--- src/rtl/pipelined_add_sub.sv ---
// Carry-pipelined two's-complement adder/subtractor.
// A WIDTH-bit add or subtract is split into WIDTH/CHUNK chunk adders, one per
// pipeline stage, so the carry ripples one chunk per clock. Upper operand
// chunks are skewed forward through the stages. Finished lower result chunks
// travel alongside them in the same word. Back-pressure is global: the whole
// pipe freezes while a valid result waits for out_ready.
// WIDTH must be a multiple of CHUNK, and CHUNK must not exceed WIDTH.
module pipelined_add_sub #(
  parameter int WIDTH = 16,
  parameter int CHUNK = 4
) (
  input  logic             clk,
  input  logic             rst,
  input  logic             in_valid,
  output logic             in_ready,
  input  logic [WIDTH-1:0] a,
  input  logic [WIDTH-1:0] b,
  input  logic             sel,
  output logic             out_valid,
  input  logic             out_ready,
  output logic [WIDTH-1:0] dout,
  output logic             carry_barrow,
  output logic             overflow
);

  localparam int STAGES = WIDTH / CHUNK;
  localparam logic [WIDTH-1:0] LOW_MASK = {WIDTH{1'b1}} >> (WIDTH - CHUNK);

  // Stage inputs: either the ports (stage 0) or the previous stage's registers.
  logic [WIDTH-1:0] word_in  [STAGES];
  logic [WIDTH-1:0] b_in     [STAGES];
  logic             carry_in [STAGES];
  logic             valid_in [STAGES];

  // Stage register contents, gathered so that the next stage can read them.
  logic [WIDTH-1:0] stage_word  [STAGES];
  logic [WIDTH-1:0] stage_b     [STAGES];
  logic             stage_carry [STAGES];
  logic             stage_valid [STAGES];

  logic advance;

  // The pipe moves unless the output holds an unconsumed result.
  assign advance  = !stage_valid[STAGES-1] || out_ready;
  assign in_ready = advance;

  assign out_valid    = stage_valid[STAGES-1];
  assign dout         = stage_word[STAGES-1];
  assign carry_barrow = stage_carry[STAGES-1];

  genvar gi;
  generate
    for (gi = 0; gi < STAGES; gi++) begin : g_stage
      localparam logic [WIDTH-1:0] CHUNK_MASK = LOW_MASK << (gi * CHUNK);

      logic [CHUNK:0]   chunk_sum;
      logic [WIDTH-1:0] sum_ext;
      logic [WIDTH-1:0] word_next;

      logic             valid_reg;
      logic [WIDTH-1:0] word_reg;
      logic             carry_reg;

      if (gi == 0) begin : g_src
        // b is conditioned once on entry; sel is the carry-in of chunk 0.
        assign word_in[gi]  = a;
        assign b_in[gi]     = b ^ {WIDTH{sel}};
        assign carry_in[gi] = sel;
        assign valid_in[gi] = in_valid;
      end else begin : g_src
        assign word_in[gi]  = stage_word[gi-1];
        assign b_in[gi]     = stage_b[gi-1];
        assign carry_in[gi] = stage_carry[gi-1];
        assign valid_in[gi] = stage_valid[gi-1];
      end

      // Resolve chunk gi. The operand chunk of a in the word is replaced by
      // the result chunk, so lower result bits and upper a bits share a word.
      assign chunk_sum = {1'b0, word_in[gi][gi*CHUNK +: CHUNK]}
                       + {1'b0, b_in[gi][gi*CHUNK +: CHUNK]}
                       + {{CHUNK{1'b0}}, carry_in[gi]};
      assign sum_ext   = WIDTH'(chunk_sum[CHUNK-1:0]);
      assign word_next = (word_in[gi] & ~CHUNK_MASK) | (sum_ext << (gi * CHUNK));

      // Stage register: freezes with the pipe; data loads only with a valid transaction.
      always_ff @(posedge clk) begin
        if (rst) begin
          valid_reg <= 1'b0;
          word_reg  <= '0;
          carry_reg <= 1'b0;
        end else if (advance) begin
          valid_reg <= valid_in[gi];
          if (valid_in[gi]) begin
            word_reg  <= word_next;
            carry_reg <= chunk_sum[CHUNK];
          end
        end
      end

      assign stage_word[gi]  = word_reg;
      assign stage_carry[gi] = carry_reg;
      assign stage_valid[gi] = valid_reg;

      if (gi < STAGES - 1) begin : g_skew
        logic [WIDTH-1:0] b_reg;

        // Carry the conditioned b forward for the stages still to come.
        always_ff @(posedge clk) begin
          if (rst) begin
            b_reg <= '0;
          end else if (advance && valid_in[gi]) begin
            b_reg <= b_in[gi];
          end
        end

        assign stage_b[gi] = b_reg;
      end else begin : g_last
        logic msb_carry_in;
        logic overflow_reg;

        // Carry into the MSB recovered from its sum bit; V = carry in ^ carry out.
        assign msb_carry_in = word_in[gi][WIDTH-1] ^ b_in[gi][WIDTH-1] ^ word_next[WIDTH-1];

        // Overflow flag lands together with dout and carry_barrow.
        always_ff @(posedge clk) begin
          if (rst) begin
            overflow_reg <= 1'b0;
          end else if (advance && valid_in[gi]) begin
            overflow_reg <= msb_carry_in ^ chunk_sum[CHUNK];
          end
        end

        assign stage_b[gi] = '0;
        assign overflow    = overflow_reg;
      end
    end
  endgenerate

endmodule

--- config.mk ---
export PLATFORM = sky130hd
export DESIGN_NAME = pipelined_add_sub
export DESIGN_NICKNAME = d
export VERILOG_FILES = /design/src/rtl/pipelined_add_sub.sv
export SDC_FILE = /design/constraint.sdc
export NUM_CORES = 1
export LEC_CHECK = 0
export ABC_AREA = 0
export CAP_MARGIN = 20
export CORE_ASPECT_RATIO = 0.7
export CORE_MARGIN = 2
export CORE_UTILIZATION = 54
export CTS_CLUSTER_SIZE = 28
export DETAILED_ROUTE_END_ITERATION = 10
export PLACE_DENSITY = 0.9
export SKIP_LAST_GASP = 1
export SYNTH_ARGS = -nofsm -noshare
export SYNTH_HDL_FRONTEND = slang
export SYNTH_SLANG_ARGS = --single-unit
--- constraint.sdc ---
create_clock -name clk -period 2.6 [get_ports clk]
set_clock_uncertainty 0.2 [all_clocks]
set_input_delay 0.65 -clock clk [delete_from_list [all_inputs] [get_ports clk]]
set_output_delay 0.65 -clock clk [all_outputs]
set_load 0.01 [all_outputs]
After elaboration in Yosys (flattened, before gate mapping)
Index checks and enable logic that the tools add are counted.

operators by class
  bitwise logic cells = 8
  $add $sub $neg = 8
  reduce and logical (&&, ||, !) cells = 10

operator list
  operator                                        count
  4-bit by 4-bit adder with 5-bit output          4
  5-bit by 1-bit adder with 5-bit output          4
  12-bit by 16-bit bitwise OR with 16-bit output  1
  16-bit by 12-bit bitwise OR with 16-bit output  1
  16-bit by 4-bit bitwise OR with 16-bit output   1
  16-bit by 8-bit bitwise OR with 16-bit output   1
  16-bit bitwise XOR                              1
  2-bit AND reduction                             4
  1-bit logical AND                               4
  1-bit bitwise XOR                               3
  1-bit logical NOT                               1
  1-bit logical OR                                1

word-level totals
  logic and storage cells = 42
  bits of input ports = 37
  output and inout port bits = 20
  bits in registers = 121

Depth between registers and ports, before layout
Gate-level depths: netlist of run 1.

  word-level depth = 5
  gate-level depth with buffers = 8
  mapped depth without buffers = 6

Worst setup path after synthesis of run 1
No wires, ideal clock.

  kind = input-to-reg
  from = in sel
  to = reg g_stage[0].word_reg[3]
  arrival time = 2.093 ns
  stages on the path = 8
  setup slack = 0.187 ns
  setup time = 0.120 ns
  path buffers = 2
  data required time = 2.280 ns
  cell sequence = buf_6 > buf_2 > xor2_1 > ha_1 > a21o_1 > a31oi_4 > nor4_1 > a211o_1

on the way
  cells in the longest elaborated chain, start to end = 4

ends and longest elaborated chain
  element                                            line  RTL
  from (decl)                                        18    input logic sel,
  16-bit bitwise XOR                                 67    assign b_in[gi] = b ^ {WIDTH{sel}};
  4-bit by 4-bit adder with 5-bit output             80    + {1'b0, b_in[gi][gi*CHUNK +: CHUNK]}
  5-bit by 1-bit adder with 5-bit output (*)         81    + {{CHUNK{1'b0}}, carry_in[gi]};
  16-bit by 4-bit bitwise OR with 16-bit output (*)  83    assign word_next = (word_in[gi] & ~CHUNK_MASK) | (sum_ext << (gi * CHUNK));
  to (signal assigned)                               94    word_reg <= word_next;
  to (decl)                                          61    logic [WIDTH-1:0] word_reg;

Mark *: on every way between the ends. The rest lies on a longest branch, timed or not.
A chain may end at the register's enable or synchronous reset.

Worst setup path in the final report of run 1
  from = in out_ready
  to = out in_ready

on the way
  cells in the longest elaborated chain, start to end = 1

ends and longest elaborated chain
  element           line  RTL
  from (decl)       20    input logic out_ready,
  1-bit logical OR  44    assign advance = !stage_valid[STAGES-1] || out_ready;
  to (decl)         15    output logic in_ready,

Every way passes these cells.

==> impl_results.md, run 1 <==
- IO buf count: 56
- Most common cell after layout, fill and taps aside: nand2_1
- I/O pin total: 57
- Final Max Tran Viols: 0
- Root buffer cell: clkbuf_8
- Register area share after synthesis: 47.1%
- RSZ-0062 raised after global routing: false
- Netlist cell types: 35
- Final Cycle Share: 92.8%
- Post-route minimum period: 2.41 ns
- CTS tree: yes
- Largest net degree at the start of global routing: 60
- Wirelength per Cell: between 10 and 15 um
- Max Cap Viol: 0
- Filler Cell Count: 587
- Yosys Warn Count: 0
- Synth Instances: 471
- Number of diodes: 0
- Sequential Power Share: 52.6%
- Pint: about 2.3 mW
- Gate power share: 11.8%
- Most frequent cells in the layout: 139 x nand2_1, 97 x dfxtp_1, 74 x a21oi_1
- Rel. slew slack: 55.2%
- Crit path DAT: around 1.6 ns
- Maximum clock path buffer count: 2
- Clock Power Share: 35.6%
- Vias/cell: 5.37
- H-tree depth: 3
- Final Util: 67.9%
- Largest register FFs: 48
- Cts hold-fix bufs: 0
- RD Place Congestion: 0.807
- Total core area: 7350 um^2
- Number of global-route vias before repair: about 3500
- Crit end category: output port
- Fmax: 0.414 GHz
- FF+latch count, synth: 97
- Design Power: 3.00 mW
- Global route overflow: 0
- Die area: 8360 um^2
- Pwr dens: 600 nW/um^2
- Drt drc: 0
- Mapped Area: around 4100 um^2
- Nets: 580
- Fin. Hold Viols: 0
- Share of layout cells above drive strength 1: 10.2%
- Startpoint types: input pin
- Syn_nets: 527
- Hold wc startpoint: g_stage[0].word_reg[12]
- Drt pass-1 iters: 5
- Sw Share: 24.6%
- Die Width: 108 um
- Final non-filler cell area: 4990 um^2
- Setup Viol. Count Final: 0
- DPL Wire Length: 6.22 mm
- Clock latency on the worst-skew pair: roughly 0.36 ns
- Worst slew pin tran: 0.672 ns
- Avg Cell Area, Syn: 8.75 um^2
- Reg-to-Reg Start: g_stage[2].g_skew.b_reg[12]
- Leakage: 1.83 nW
- Critical path type: in2out
- Outcome: finished, final reports clean
- Initial Utilization: 56.1%
- Area after DPL: 4770 um^2
- First-pass GRT wire length: 15.1 mm
- First DRT Iteration DRCs: about 170
- Row count: 26
- Max VDD drop: roughly 350 uV
- Sw Pwr: between 700 and 800 uW
- Clk slew on worst S/H paths: 0.09 ns
- Area delta synth->final: 21.1%
- Clk sinks: slightly below 100
- CTS Buf Count: 9
- Via Count: 3367
- HP Class: reg2reg
- Gr usage total: between 20% and 30%
- Critical Path RT: 1.75 ns
- Critical Path Fanout Max: 2
- Initial antenna violation count: 0
- Detail Route Antenna Nets: 0
- Critical path origin: out_ready
- Final hold slack: roughly 0.24 ns
- Final wirelength: 8.85 mm
- Chip height: 77.1 um
-- critical path, cell delays in order --
cell,delay (ns)
clkdlybuf4s50_1,0.44
nor2b_4,0.16
inv_4,0.04
dlygate4sd2_1,0.27
-- cell type report --
type | count | area [um^2] | area share (%)
flip-flops and latches | 97 | 1940 | 38.9
inverters | 7 | 28.8 | 0.576
well taps | 98 | 123 | 2.46
clock buffers | 10 | 128 | 2.56
repair buffers | 73 | 709 | 14.2
clock inverters | 6 | 92.6 | 1.85
multi-input cells | 336 | 1970 | 39.5
-- power by group through the flow --
stage | combinational [mW] | sequential [mW] | clock [mW]
floorplan | 0.230 | 1.60 | 0
global placement | 0.335 | 1.61 | 0
detailed placement | 0.352 | 1.61 | 0
CTS | 0.355 | 1.58 | 1.08
global route | 0.389 | 1.58 | 1.13
finish | 0.353 | 1.58 | 1.07
-- stage by stage --
step / setup TNS [ns] / setup WS (ns) / cells
4_1_cts: 0 / 0.183 / 627
6_report: 0 / 0.186 / 627
2_1_floorplan: 0 / 0.187 / 471
5_1_grt: 0 / 0.127 / 627
3_5_place_dp: -0.241 / -0.124 / 611
3_3_place_gp: -0.102 / -0.0696 / 611
-- cell usage after synthesis (all sizes together) --
| library cell | number | area share (%) |
|---|---|---|
| nand2 | 141 | 13 |
| dfxtp | 97 | 47 |
| a21oi | 74 | 9.0 |
| nor2 | 26 | 2.4 |
| buf | 24 | 3.8 |
| a211oi | 22 | 5.6 |
| xnor2 | 17 | 3.6 |
| ha | 12 | 3.6 |
| clkbuf | 7 | 0.64 |
| fa | 7 | 3.4 |
| inv | 7 | 0.70 |
| a21o | 6 | 1.1 |
| xor2 | 5 | 1.1 |
| and2 | 4 | 0.73 |
| nand3b | 3 | 0.55 |
| nor2b | 3 | 0.64 |
| nand3 | 2 | 0.24 |
| nand4b | 2 | 0.42 |
| nor3b | 2 | 0.36 |
| o21ai | 2 | 0.24 |
| or4 | 2 | 0.36 |
| a211o | 1 | 0.21 |
| a31oi | 1 | 0.52 |
| mux2 | 1 | 0.36 |
| nor3 | 1 | 0.12 |
| nor4 | 1 | 0.15 |
| o31ai | 1 | 0.18 |
-- final timing paths --
| check | to | slack, ns | cells past startpoint |
|---|---|---|---|
| worst min-delay path | g_stage[1].word_reg[12] | 0.24 | 2 |
| worst min register to register | g_stage[1].word_reg[12] | 0.24 | 2 |
| worst max register to register | overflow | 0.28 | 6 |
| worst max-delay path | in_ready | 0.19 | 4 |
-- cells by family (layout without fill, tap and decap cells) --
| logic type | after synthesis | count (layout) | share of synthesized area (%) |
|---|---|---|---|
| simple gates | 187 | 187 | 18.9 |
| compound gates | 107 | 107 | 16.8 |
| flops | 97 | 97 | 47.1 |
| buf+inv | 38 | 96 | 5.10 |
| xor+xnor | 22 | 22 | 4.67 |
| fa+ha+maj | 19 | 19 | 7.04 |
| mux | 1 | 1 | 0.364 |
-- routing by layer --
layer / wire length (um) / up-vias / global-route usage (%) / share of wire [%]
met5: 0 / - / 0 / 0
met4: 149 / 0 / 7.31 / 1.7
met3: 354 / 16 / 6.80 / 4.0
met2: 4440 / 74 / 39.5 / 50
met1: 3910 / 1615 / 26.3 / 44
li1: - / 1662 / - / -
-- timing repair --
action | CTS | global route
setup endpoints to repair | 1 | 0
hold endpoints to repair | 0 | 0
resized for setup | 1 | 0
setup buffers | 0 | 0
Note: power is estimated with default switching activity, not from simulation.
==> run 2: changes to the inputs <==
- ABC_CLOCK_PERIOD_IN_PS: default -> 2600
- PLACE_DENSITY: 0.9 -> 0.79
- RECOVER_POWER: default -> 50
==> impl_results.md, run 2 (synthesis gave the netlist of run 1 again) <==
- Clk slew on worst S/H paths: 0.10 ns (about the same)
- Final wirelength: 8.61 mm (-2.7%)
- Worst setup margin: 0.0693 ns (-0.117 ns)
- Largest register FFs: 48 (unchanged)
- Pwr dens: 565 nW/um^2 (-5.9%)
- Leakage: 1.82 nW (-0.44%)
- Global route overflow: 0 (unchanged)
- RSZ-0062 raised after global routing: false
- Crit path DAT: 1.68 ns (+0.12 ns)
- CTS tree: yes
- Fmax: 0.395 GHz (-4.6%)
- Crit end category: output port
- Detail Route Antenna Nets: 0 (unchanged)
- CTS resizes: 1 (unchanged)
- CTS Buf Count: 9 (unchanged)
- HP Class: reg2reg
- Worst slew pin tran: 0.623 ns (-0.0488 ns)
- Area delta synth->final: 20.5%
- First-pass GRT wire length: 14.9 mm (-1.3%)
- Drt drc: 0 (unchanged)
- Most common cell after layout, fill and taps aside: nand2_1
- I/O pin total: 57 (unchanged)
- Row count: 26 (unchanged)
- Wirelength per Cell: 13.6 um (-3.8%)
- First DRT Iteration DRCs: 140 (-15%)
- Critical path type: in2out
- Rel. slew slack: 58.5% (+3.3 points)
- Most frequent cells in the layout: 139 x nand2_1, 97 x dfxtp_1, 74 x a21oi_1
- RD Place Congestion: 0.753 (-6.7%)
- Drt pass-1 iters: 4 (-1)
- Clock latency on the worst-skew pair: 0.37 ns (about the same)
- Nets: 588 (+1.4%)
- Cts hold-fix bufs: 0 (unchanged)
- Design Power: 2.81 mW (-6.3%)
- Max VDD drop: 359 uV (+3.5%)
- CP Cell Sequence: clkdlybuf4s50_1, nor2b_1, inv_4, dlygate4sd2_1
- Share of layout cells above drive strength 1: 10.4% (+0.24 points)
- Startpoint types: input pin
- Critical Path RT: 1.75 ns (about the same)
- Largest stage delay, worst path: 0.42 ns (-0.02 ns)
- Largest net degree at the start of global routing: 64 (+6.7%)
- Max Cap Viol: 0 (unchanged)
- Crit-path slowest cell: clkdlybuf4s50_1
- Gr usage total: 22.4% (-0.16 points)
- Die area: 8360 um^2 (unchanged)
- DPL Wire Length: 6.30 mm (+1.2%)
- Vias/cell: 5.28 (-1.6%)
- Critical Path Fanout Max: 2 (unchanged)
- Final non-filler cell area: 4970 um^2 (-0.50%)
- Fin. Hold Viols: 0 (unchanged)
- Initial antenna violation count: 0 (unchanged)
- H-tree depth: 3 (unchanged)
- Chip height: 77.1 um (unchanged)
- Die Width: 108 um (unchanged)
- Maximum clock path buffer count: 2 (unchanged)
- IO buf count: 56 (unchanged)
- Setup repair bufs after CTS: 0 (unchanged)
- Setup TNS: 0 ns (unchanged)
- Clk sinks: 97 (unchanged)
- Pre-CTS setup slack: -0.232 ns (-0.108 ns)
- Via Count: 3350 (-0.50%)
- Filler Cell Count: 611 (+4.1%)
- Setup Viol. Count Final: 0 (unchanged)
- Number of global-route vias before repair: 3330 (-3.6%)
- Final Util: 67.6% (-0.34 points)
- Initial Utilization: 56.1% (unchanged)
- Final Max Tran Viols: 0 (unchanged)
- Total core area: 7350 um^2 (unchanged)
- Outcome: finished, final reports clean
- Post-route minimum period: 2.53 ns (+0.117 ns)
- Number of diodes: 0 (unchanged)
- Final Cycle Share: 97.3% (+4.5 points)
- Area after DPL: 4860 um^2 (+1.8%)
- Root buffer cell: clkbuf_8
==> run 2: cell types whose count changed in the layout (fill, tap and decap cells not counted), moves of 2 or more <==
cell,previous run,this run
and2_0,0,2
and2_4,2,0
bufinv_16,2,0
clkbuf_1,1,4
clkbuf_2,0,3
==> run 2: cell type report <==
class / count / area (um^2) / share of cell area, %
clock buffers: 9 / 124 / 2.49
clock inverters: 6 / 45.0 / 0.907
inverters: 7 / 28.8 / 0.579
multi-input cells: 336 / 1960 / 39.4
flip-flops and latches: 97 / 1940 / 39.1
well taps: 98 / 123 / 2.47
repair buffers: 81 / 747 / 15.0
==> run 2: worst max-delay path, delay by kind of cell <==
family	cells	cell delay (ns)
buf+inv	3	0.77
simple gates	1	0.27
==> run 2: layer usage <==
metal	part of all wire, %	global-route usage, %	up-vias
li1	-	-	1683
met1	46	27.9	1588
met2	48	37.4	62
met3	4.6	7.40	17
met4	1.8	5.90	0
met5	0	0	-
==> run 2: metrics by stage <==
| stage | instances | hold WS, ns |
|---|---|---|
| global placement | 619 | 0.243 |
| floorplan | 471 | 0.227 |
| CTS | 634 | 0.259 |
| global route | 634 | 0.280 |
| detailed placement | 619 | 0.246 |
| finish | 634 | 0.253 |
==> run 2: power breakdown <==
group          switching [mW]  internal [mW]
registers              0.0338           1.54
logic                   0.182          0.173
clock network           0.530          0.345
==> run 2: worst paths after layout <==
kind	from	to	slack, ns	cells past startpoint
hold reg to reg	g_stage[1].word_reg[7]	g_stage[2].word_reg[7]	0.25	2
setup reg to reg	g_stage[2].g_skew.b_reg[12]	overflow	0.29	6
setup / recovery	out_ready	in_ready	0.07	4
hold / removal	g_stage[1].word_reg[7]	g_stage[2].word_reg[7]	0.25	2
==> run 3: changes to the inputs <==
- CTS_CLUSTER_SIZE: 28 -> 8
==> results of run 3 <==
No change in the layout: final DEF, timing and power equal those of run 2.
